`config.mk`:
```
export PLATFORM = sky130hd
export DESIGN_NAME = ipsxb_fft_pattern_gen_flat
export DESIGN_NICKNAME = d
export VERILOG_FILES = /design/src/rtl/ipsxb_fft_pattern_gen_if.sv /design/src/rtl/ipsxb_fft_pattern_gen.sv /design/src/flat_wrapper.sv
export SDC_FILE = /design/constraint.sdc
export NUM_CORES = 1
export LEC_CHECK = 0
export BUFFER_PORTS_ARGS = -buffer_cell sky130_fd_sc_hd__buf_2
export CORE_MARGIN = 2
export CORE_UTILIZATION = 45
export CTS_BUF_LIST = sky130_fd_sc_hd__clkbuf_8 sky130_fd_sc_hd__clkbuf_16
export DETAILED_ROUTE_END_ITERATION = 12
export SETUP_SLACK_MARGIN = 0.05
export SYNTH_ARGS = -nofsm -noshare
export SYNTH_HDL_FRONTEND = slang
export SYNTH_SLANG_ARGS = --single-unit
export TNS_END_PERCENT = 1
```
`constraint.sdc`:
```
create_clock -name i_aclk -period 8.5 [get_ports i_aclk]
set_input_delay 1.275 -clock i_aclk [delete_from_list [all_inputs] [get_ports i_aclk]]
set_output_delay 1.275 -clock i_aclk [all_outputs]
set_load 0.05 [all_outputs]
```
`src/rtl/ipsxb_fft_pattern_gen_if.sv`:
```
`default_nettype none
// ============================================================================
// Module   : ipsxb_fft_pattern_gen_if
// Brief    : AXI4-Stream data and config channels between the FFT pattern
//            generator (master) and the FFT core (slave).
// Revision : 1.0 - initial release
// ============================================================================
interface ipsxb_fft_pattern_gen_if #(
  parameter int DW = 16
);
  logic            axi4s_data_tvalid;
  logic            axi4s_data_tready;
  logic [2*DW-1:0] axi4s_data_tdata;
  logic            axi4s_data_tlast;
  logic            axi4s_cfg_tvalid;
  logic            axi4s_cfg_tdata;

  modport master (
    output axi4s_data_tvalid, axi4s_data_tdata, axi4s_data_tlast,
    output axi4s_cfg_tvalid, axi4s_cfg_tdata,
    input  axi4s_data_tready
  );

  modport slave (
    input  axi4s_data_tvalid, axi4s_data_tdata, axi4s_data_tlast,
    input  axi4s_cfg_tvalid, axi4s_cfg_tdata,
    output axi4s_data_tready
  );
endinterface
`default_nettype wire

```
`src/rtl/ipsxb_fft_pattern_gen.sv`:
```
`default_nettype none
// ============================================================================
// Module   : ipsxb_fft_pattern_gen
// Brief    : Test-pattern source for an AXI4-Stream FFT core. Issues a
//            direction config beat per frame, then N complex samples drawn
//            from an LFSR, ramp, impulse or constant pattern, with an
//            optional idle gap between frames. All state advances on a
//            divided clock enable.
// Revision : 1.0 - initial release
// ============================================================================
module ipsxb_fft_pattern_gen #(
  parameter int CLKDIV        = 2,
  parameter int INPUT_WIDTH   = 16,
  parameter int MAX_LOG2_LEN  = 12,
  parameter int FRM_NUM_WIDTH = 8,
  parameter int GAP_WIDTH     = 8,
  localparam int DW = 8 * ((INPUT_WIDTH + 7) / 8),
  localparam int LW = $clog2(MAX_LOG2_LEN + 1)
) (
  input  wire logic                     i_aclk,
  input  wire logic                     i_aresetn,
  output logic                          o_aclken,
  input  wire logic                     i_start,
  input  wire logic                     i_abort,
  input  wire logic [LW-1:0]            i_log2_len,
  input  wire logic [1:0]               i_pattern,
  input  wire logic [1:0]               i_mode,
  input  wire logic [FRM_NUM_WIDTH-1:0] i_frm_num,
  input  wire logic [GAP_WIDTH-1:0]     i_gap,
  ipsxb_fft_pattern_gen_if.master       axi4s,
  output logic                          o_busy,
  output logic                          o_done,
  output logic [FRM_NUM_WIDTH-1:0]      o_frm_cnt
);

  localparam int KW = MAX_LOG2_LEN;
  localparam logic [INPUT_WIDTH-1:0] RE_SEED  = INPUT_WIDTH'(1);
  localparam logic [INPUT_WIDTH-1:0] IM_SEED  = ~RE_SEED;
  localparam logic [INPUT_WIDTH-1:0] RE_CONST = INPUT_WIDTH'(1) << (INPUT_WIDTH - 2);

  typedef enum logic [2:0] {
    S_IDLE = 3'd0,
    S_CFG  = 3'd1,
    S_SEND = 3'd2,
    S_GAP  = 3'd3,
    S_DONE = 3'd4
  } state_t;

  state_t                   state_q, state_d;
  logic [LW-1:0]            len_q, len_d;
  logic [1:0]               pattern_q, pattern_d;
  logic [1:0]               mode_q, mode_d;
  logic [FRM_NUM_WIDTH-1:0] frm_num_q, frm_num_d;
  logic [GAP_WIDTH-1:0]     gap_q, gap_d;
  logic [GAP_WIDTH-1:0]     gap_cnt_q, gap_cnt_d;
  logic [FRM_NUM_WIDTH-1:0] frm_cnt_q, frm_cnt_d;
  logic [KW-1:0]            k_q, k_d;
  logic [INPUT_WIDTH-1:0]   re_q, re_d;
  logic [INPUT_WIDTH-1:0]   im_q, im_d;
  logic                     dir_q, dir_d;
  logic                     abort_pend_q, abort_pend_d;

  logic                     w_en;
  logic [LW-1:0]            w_len_clamp;
  logic [KW:0]              w_n;
  logic [KW-1:0]            w_last_k;
  logic [FRM_NUM_WIDTH-1:0] w_frm_eff;
  logic                     w_tvalid;
  logic                     w_tlast;
  logic                     w_xfer;
  logic [INPUT_WIDTH-1:0]   w_re;
  logic [INPUT_WIDTH-1:0]   w_im;

  // Galois-free shift LFSR: shift left, feed back MSB xor LSB
  function automatic logic [INPUT_WIDTH-1:0] lfsr_next(input logic [INPUT_WIDTH-1:0] x);
    return {x[INPUT_WIDTH-2:0], x[INPUT_WIDTH-1] ^ x[0]};
  endfunction

  // Transform direction of a frame: 1 = forward FFT, 0 = inverse
  function automatic logic dir_of(input logic [1:0] m, input logic frm_lsb);
    case (m)
      2'd0:    return 1'b1;
      2'd1:    return 1'b0;
      default: return ~frm_lsb;
    endcase
  endfunction

  generate
    if (CLKDIV > 1) begin : g_div
      localparam int CW = $clog2(CLKDIV);
      logic [CW-1:0] div_q;

      // Free-running divider; enable fires on its terminal count
      always_ff @(posedge i_aclk or negedge i_aresetn) begin
        if (!i_aresetn)                    div_q <= '0;
        else if (div_q == CW'(CLKDIV - 1)) div_q <= '0;
        else                               div_q <= div_q + 1'b1;
      end
      assign w_en = (div_q == CW'(CLKDIV - 1));
    end else begin : g_nodiv
      assign w_en = 1'b1;
    end
  endgenerate

  // Clamp the requested frame length into the supported range
  always_comb begin
    w_len_clamp = i_log2_len;
    if (i_log2_len < LW'(3))                 w_len_clamp = LW'(3);
    else if (i_log2_len > LW'(MAX_LOG2_LEN)) w_len_clamp = LW'(MAX_LOG2_LEN);
  end

  assign w_n       = (KW + 1)'(1) << len_q;
  assign w_last_k  = KW'(w_n - 1'b1);
  assign w_frm_eff = (frm_num_q == '0) ? FRM_NUM_WIDTH'(1) : frm_num_q;
  assign w_tvalid  = (state_q == S_SEND);
  assign w_tlast   = w_tvalid && (k_q == w_last_k);
  assign w_xfer    = w_tvalid && axi4s.axi4s_data_tready;

  // Sample generator: pick real/imag parts from the latched pattern
  always_comb begin
    w_re = re_q;
    w_im = im_q;
    case (pattern_q)
      2'd1: begin
        w_re = INPUT_WIDTH'(k_q);
        w_im = ~INPUT_WIDTH'(k_q);
      end
      2'd2: begin
        w_re = (k_q == '0) ? RE_SEED : '0;
        w_im = '0;
      end
      2'd3: begin
        w_re = RE_CONST;
        w_im = '0;
      end
      default: begin
        w_re = re_q;
        w_im = im_q;
      end
    endcase
  end

  // Control FSM next-state and datapath updates, gated by the clock enable
  always_comb begin
    state_d      = state_q;
    len_d        = len_q;
    pattern_d    = pattern_q;
    mode_d       = mode_q;
    frm_num_d    = frm_num_q;
    gap_d        = gap_q;
    gap_cnt_d    = gap_cnt_q;
    frm_cnt_d    = frm_cnt_q;
    k_d          = k_q;
    re_d         = re_q;
    im_d         = im_q;
    dir_d        = dir_q;
    abort_pend_d = abort_pend_q;
    if (w_en) begin
      case (state_q)
        S_IDLE: begin
          // start has priority over a coincident abort
          if (i_start) begin
            state_d      = S_CFG;
            len_d        = w_len_clamp;
            pattern_d    = i_pattern;
            mode_d       = i_mode;
            frm_num_d    = i_frm_num;
            gap_d        = i_gap;
            frm_cnt_d    = '0;
            abort_pend_d = 1'b0;
            dir_d        = dir_of(i_mode, 1'b0);
          end
        end
        S_CFG: begin
          // every frame restarts from index 0 and the LFSR seeds
          k_d     = '0;
          re_d    = RE_SEED;
          im_d    = IM_SEED;
          state_d = i_abort ? S_IDLE : S_SEND;
        end
        S_SEND: begin
          if (i_abort) abort_pend_d = 1'b1;
          if (w_xfer) begin
            k_d  = k_q + 1'b1;
            re_d = lfsr_next(re_q);
            im_d = lfsr_next(im_q);
            if (w_tlast) begin
              frm_cnt_d = frm_cnt_q + 1'b1;
              if (abort_pend_q || i_abort) begin
                state_d = S_IDLE;
              end else if (frm_cnt_d == w_frm_eff) begin
                state_d = S_DONE;
              end else if (gap_q != '0) begin
                gap_cnt_d = '0;
                state_d   = S_GAP;
              end else begin
                dir_d   = dir_of(mode_q, frm_cnt_d[0]);
                state_d = S_CFG;
              end
            end
          end
        end
        S_GAP: begin
          gap_cnt_d = gap_cnt_q + 1'b1;
          if (i_abort) begin
            state_d = S_IDLE;
          end else if (gap_cnt_q == gap_q - 1'b1) begin
            dir_d   = dir_of(mode_q, frm_cnt_q[0]);
            state_d = S_CFG;
          end
        end
        S_DONE: state_d = S_IDLE;
        default: state_d = S_IDLE;
      endcase
    end
  end

  // State and datapath registers; reset leaves the LFSR seeds on the bus
  always_ff @(posedge i_aclk or negedge i_aresetn) begin
    if (!i_aresetn) begin
      state_q      <= S_IDLE;
      len_q        <= LW'(3);
      pattern_q    <= 2'd0;
      mode_q       <= 2'd0;
      frm_num_q    <= '0;
      gap_q        <= '0;
      gap_cnt_q    <= '0;
      frm_cnt_q    <= '0;
      k_q          <= '0;
      re_q         <= RE_SEED;
      im_q         <= IM_SEED;
      dir_q        <= 1'b1;
      abort_pend_q <= 1'b0;
    end else begin
      state_q      <= state_d;
      len_q        <= len_d;
      pattern_q    <= pattern_d;
      mode_q       <= mode_d;
      frm_num_q    <= frm_num_d;
      gap_q        <= gap_d;
      gap_cnt_q    <= gap_cnt_d;
      frm_cnt_q    <= frm_cnt_d;
      k_q          <= k_d;
      re_q         <= re_d;
      im_q         <= im_d;
      dir_q        <= dir_d;
      abort_pend_q <= abort_pend_d;
    end
  end

  assign o_aclken                = w_en;
  assign axi4s.axi4s_data_tvalid = w_tvalid;
  assign axi4s.axi4s_data_tlast  = w_tlast;
  assign axi4s.axi4s_data_tdata  = {DW'($signed(w_im)), DW'($signed(w_re))};
  assign axi4s.axi4s_cfg_tvalid  = (state_q == S_CFG);
  assign axi4s.axi4s_cfg_tdata   = dir_q;
  assign o_busy                  = (state_q != S_IDLE);
  assign o_done                  = (state_q == S_DONE);
  assign o_frm_cnt               = frm_cnt_q;

endmodule
`default_nettype wire

```
`src/flat_wrapper.sv`:
```
// flat-port wrapper written by rule: the top's interface ports become plain ports
module ipsxb_fft_pattern_gen_flat 
#(
  parameter int CLKDIV        = 2,
  parameter int INPUT_WIDTH   = 16,
  parameter int MAX_LOG2_LEN  = 12,
  parameter int FRM_NUM_WIDTH = 8,
  parameter int GAP_WIDTH     = 8,
  localparam int DW = 8 * ((INPUT_WIDTH + 7) / 8),
  localparam int LW = $clog2(MAX_LOG2_LEN + 1)
)
  (i_aclk, i_aresetn, o_aclken, i_start, i_abort, i_log2_len, i_pattern, i_mode, i_frm_num, i_gap, o_busy, o_done, o_frm_cnt, axi4s_axi4s_data_tvalid, axi4s_axi4s_data_tdata, axi4s_axi4s_data_tlast, axi4s_axi4s_cfg_tvalid, axi4s_axi4s_cfg_tdata, axi4s_axi4s_data_tready);
  ipsxb_fft_pattern_gen_if #(.DW((16))) axi4s_i ();
  input  wire logic i_aclk;
  input  wire logic i_aresetn;
  output logic o_aclken;
  input  wire logic i_start;
  input  wire logic i_abort;
  input  wire logic [LW-1:0] i_log2_len;
  input  wire logic [1:0] i_pattern;
  input  wire logic [1:0] i_mode;
  input  wire logic [FRM_NUM_WIDTH-1:0] i_frm_num;
  input  wire logic [GAP_WIDTH-1:0] i_gap;
  output logic o_busy;
  output logic o_done;
  output logic [FRM_NUM_WIDTH-1:0] o_frm_cnt;
  output wire logic [$bits(axi4s_i.axi4s_data_tvalid)-1:0] axi4s_axi4s_data_tvalid;
  output wire logic [$bits(axi4s_i.axi4s_data_tdata)-1:0] axi4s_axi4s_data_tdata;
  output wire logic [$bits(axi4s_i.axi4s_data_tlast)-1:0] axi4s_axi4s_data_tlast;
  output wire logic [$bits(axi4s_i.axi4s_cfg_tvalid)-1:0] axi4s_axi4s_cfg_tvalid;
  output wire logic [$bits(axi4s_i.axi4s_cfg_tdata)-1:0] axi4s_axi4s_cfg_tdata;
  input wire logic [$bits(axi4s_i.axi4s_data_tready)-1:0] axi4s_axi4s_data_tready;
  assign axi4s_axi4s_data_tvalid = axi4s_i.axi4s_data_tvalid;
  assign axi4s_axi4s_data_tdata = axi4s_i.axi4s_data_tdata;
  assign axi4s_axi4s_data_tlast = axi4s_i.axi4s_data_tlast;
  assign axi4s_axi4s_cfg_tvalid = axi4s_i.axi4s_cfg_tvalid;
  assign axi4s_axi4s_cfg_tdata = axi4s_i.axi4s_cfg_tdata;
  assign axi4s_i.axi4s_data_tready = axi4s_axi4s_data_tready;
  ipsxb_fft_pattern_gen #(.CLKDIV(CLKDIV), .INPUT_WIDTH(INPUT_WIDTH), .MAX_LOG2_LEN(MAX_LOG2_LEN), .FRM_NUM_WIDTH(FRM_NUM_WIDTH), .GAP_WIDTH(GAP_WIDTH)) u_core (.i_aclk(i_aclk), .i_aresetn(i_aresetn), .o_aclken(o_aclken), .i_start(i_start), .i_abort(i_abort), .i_log2_len(i_log2_len), .i_pattern(i_pattern), .i_mode(i_mode), .i_frm_num(i_frm_num), .i_gap(i_gap), .axi4s(axi4s_i), .o_busy(o_busy), .o_done(o_done), .o_frm_cnt(o_frm_cnt));
endmodule
```
==> results.toml <==
[run_status]
status = "completed"

[global_route]
grt_overflow_total = 0
first_global_vias = 4674
antenna_found_initial = 0
grt_usage_pct = 21.7
grt_max_degree = 74
grt_pass1_wl_um = 23100

[logic_synthesis]
synth_xor_area_share_pct = 4.02
synth_nets = 702
yosysTopAreaCell = "dfrtp_1"
synth_edf_count = 0
synth_ff_type = "dfrtp_1"
ys_seq_area_share_pct = 40.2
yosysWarnings = 0
synth_top_area_share_pct = 31.3
yosys.area_share.adder_pct = 1.90
yosys_register_bits = 90
synth.distinct_cells = 64
synth-compound-area-share_pct = 17.3
synth.mux.area_fraction_pct = 9.16
synth_top_family_by_area = "simple AND/OR/NAND/NOR gates"
synth-simple-area-share_pct = 22.0
async_reset_ff_share_pct = 100
synth_cells = 666
synth_area_leaders = "dfrtp_1, dfstp_2, nand2_1"
avgSynthCellArea_um2 = 8.51
syn_area_um2 = 5670

[drt]
first_iter_violations = 301
via_per_inst = 5.53
drc_errors = 0
drt-wirelength-per-cell_um = 15.8
dr_wl_met2_um = 6590
wl_met1_um = 6490
routed-wl-met3_um = 534
route.top_layer_used = "met4"
drt-total-wl_um = 13900
first_pass_iters = 4
ant_nets = 0
vias = 4866

[sta]
rsz0062_at_grt = "false"
slew_headroom_pct = 33.4
hold_violations = 0
setup_viol = 0
worst_pin_slew_ns = 0.999
fin_crit_sh_pct = 58.6
finalClockSkew_ns = 0.00895
setup_ws_ns = 3.52
holdWs_ns = 0.488
max_freq_mhz = 201
fin_crit_ns = 4.98
slew_viol_final = 0
tns_ns = 0

[clock_network]
cts_buffer_depth = 2
tritoncts = "done"
cts_max_level = 3
clkLatencyLatePin_ns = 0.35
cts_setup_buffers = 0
clk_pin_slew_ns = 0.07
cts_hold_buf = 0
cts_buffers = 9
cts.sinks = 90
ctsResizeCount = 0
root_buffer = "clkbuf_16"

[floorplan]
rows = 40
start_util_pct = 46.6
ios = 76
core_um2 = 12200
die_area_um2 = 13500
die_w_um = 116
dieHeight_um = 116

[final_layout]
fillCellCount = 1175
nets = 743
final_cell_mix = "nand2_1, nor2_1, buf_2, dfrtp_1, o21ai_0"
final_common_cell = "nand2_1"
antenna_cells = 0
drive_gt1_share_pct = 20.5
area_delta_synth_final_pct = 12.7

[setup_path]
cp-startpoint = "u_core.len_q[3]"
arrival_ns = 3.70
worst_path_max_delay_cell = "dfrtp_1"
worstPathRequired_ns = 7.22
critPathCaptureType = "primary output"
path_cells = "nor3_1, nand2b_1, ha_1, nand4bb_1, a21oi_1, or3_1, a2111oi_2, nand3_1, nor2_1, buf_2"
r2r_start = "u_core.len_q[3]"
cp-endpoint = "axi4s_axi4s_data_tlast"
ff2ff_path_depth = 10
worstPathMaxFanout = 22
worst_setup_path_start_kind = "register"
regToRegEndpoint = "u_core.o_frm_cnt[4]"
reg2reg_slack_ns = 4.26
path_class = "register to primary output"
max_stage_delay_ns = 0.74

[placed_design]
port_buffers = 75
place_ws_ns = 3.93
hpwl_um = 9880
gp_congestion = 0.830

[power]
p_leak_nw = 2.84
ir_worst_vdd_mv = 0.176
p_per_area_nw_per_um2 = 336

[worst_hold_path]
hp-class = "register to register"

[job]
drv_cap = 0
==> worst min-delay path by stage <==
stage | slack, ns | startpoint | depth (start not counted) | endpoint
after floorplan | 0.44 | u_core.re_q[15] | 1 | u_core.re_q[0]
after global placement | 0.47 | u_core.im_q[1] | 2 | u_core.im_q[1]
after detailed placement | 0.48 | u_core.im_q[5] | 2 | u_core.im_q[5]
after CTS | 0.49 | u_core.im_q[5] | 2 | u_core.im_q[5]
after global routing | 0.52 | u_core.im_q[11] | 2 | u_core.im_q[11]
final | 0.49 | u_core.im_q[5] | 2 | u_core.im_q[5]
==> cell usage after synthesis (8+ instances only) <==
| library cell | n |
|---|---|
| nand3_1 | 20 |
| a31oi_1 | 13 |
| o21ai_0 | 59 |
| dfstp_2 | 19 |
| nor3_1 | 15 |
| buf_2 | 11 |
| mux2_2 | 22 |
| clkbuf_1 | 33 |
| nand4_1 | 9 |
| xor2_1 | 8 |
| dfrtp_1 | 71 |
| nand2_1 | 85 |
| inv_1 | 26 |
| nor2_1 | 81 |
| mux2i_1 | 26 |
| and3_1 | 8 |
| a21oi_1 | 25 |
| xnor2_1 | 18 |
==> worst max-delay path: cells and delay by family (launching register included) <==
kind	cells	cell delay [ns]
AO/OA/AOI/OAI	2	0.55
adder cells (fa/ha/maj)	1	0.49
buffers and inverters	1	0.28
flip-flops	1	0.74
AND/OR/NAND/NOR	6	1.30
==> state kept, by name, summed over array words and instances (netlist names), 2 cells and up <==
name              count
u_core.im_q          16
u_core.re_q          16
u_core.k_q           12
u_core.frm_num_q      8
u_core.gap_cnt_q      8
u_core.gap_q          8
u_core.o_frm_cnt      8
u_core.len_q          4
u_core.state_q        3
u_core.mode_q         2
u_core.pattern_q      2
==> through the flow <==
step,power (mW),util (%),instances,area (µm²)
floorplan,1.54,-,666,5670
global placement,1.73,50.1,864,6100
detailed placement,1.76,50.1,864,6100
CTS,2.16,52.5,880,6390
global route,2.29,52.5,880,6390
finish,2.14,52.5,880,6390
==> kinds of logic after synthesis <==
logic type / Yosys count
compound gates: 152
mux: 49
xor+xnor: 26
fa+ha+maj: 9
simple gates: 263
flops: 90
buf+inv: 77
==> power by group <==
| group | switching [mW] | internal [mW] | total, mW |
|---|---|---|---|
| sequential | 0.193 | 0.559 | 0.753 |
| combinational | 0.634 | 0.367 | 1.00 |
| clock | 0.175 | 0.215 | 0.390 |
==> per-layer routing <==
metal  vias to the layer above  global-route usage, %
met4                         0                   9.52
li1                       2406                      -
met2                       111                   34.6
met3                        23                   3.22
met5                         -                      0
met1                      2326                   29.4
==> final cells by class <==
type                       count  area (µm²)  share of cell area (%)
inverter                      26        97.6                    1.53
sequential                    90        2280                    35.6
timing repair buffer          81         423                    6.62
multi-input combinational    499        3090                    48.4
clock inverter                 5        36.3                   0.568
clock buffer                  11         253                    3.96
tap                          168         210                    3.29
(Power assumes the default switching activity.)
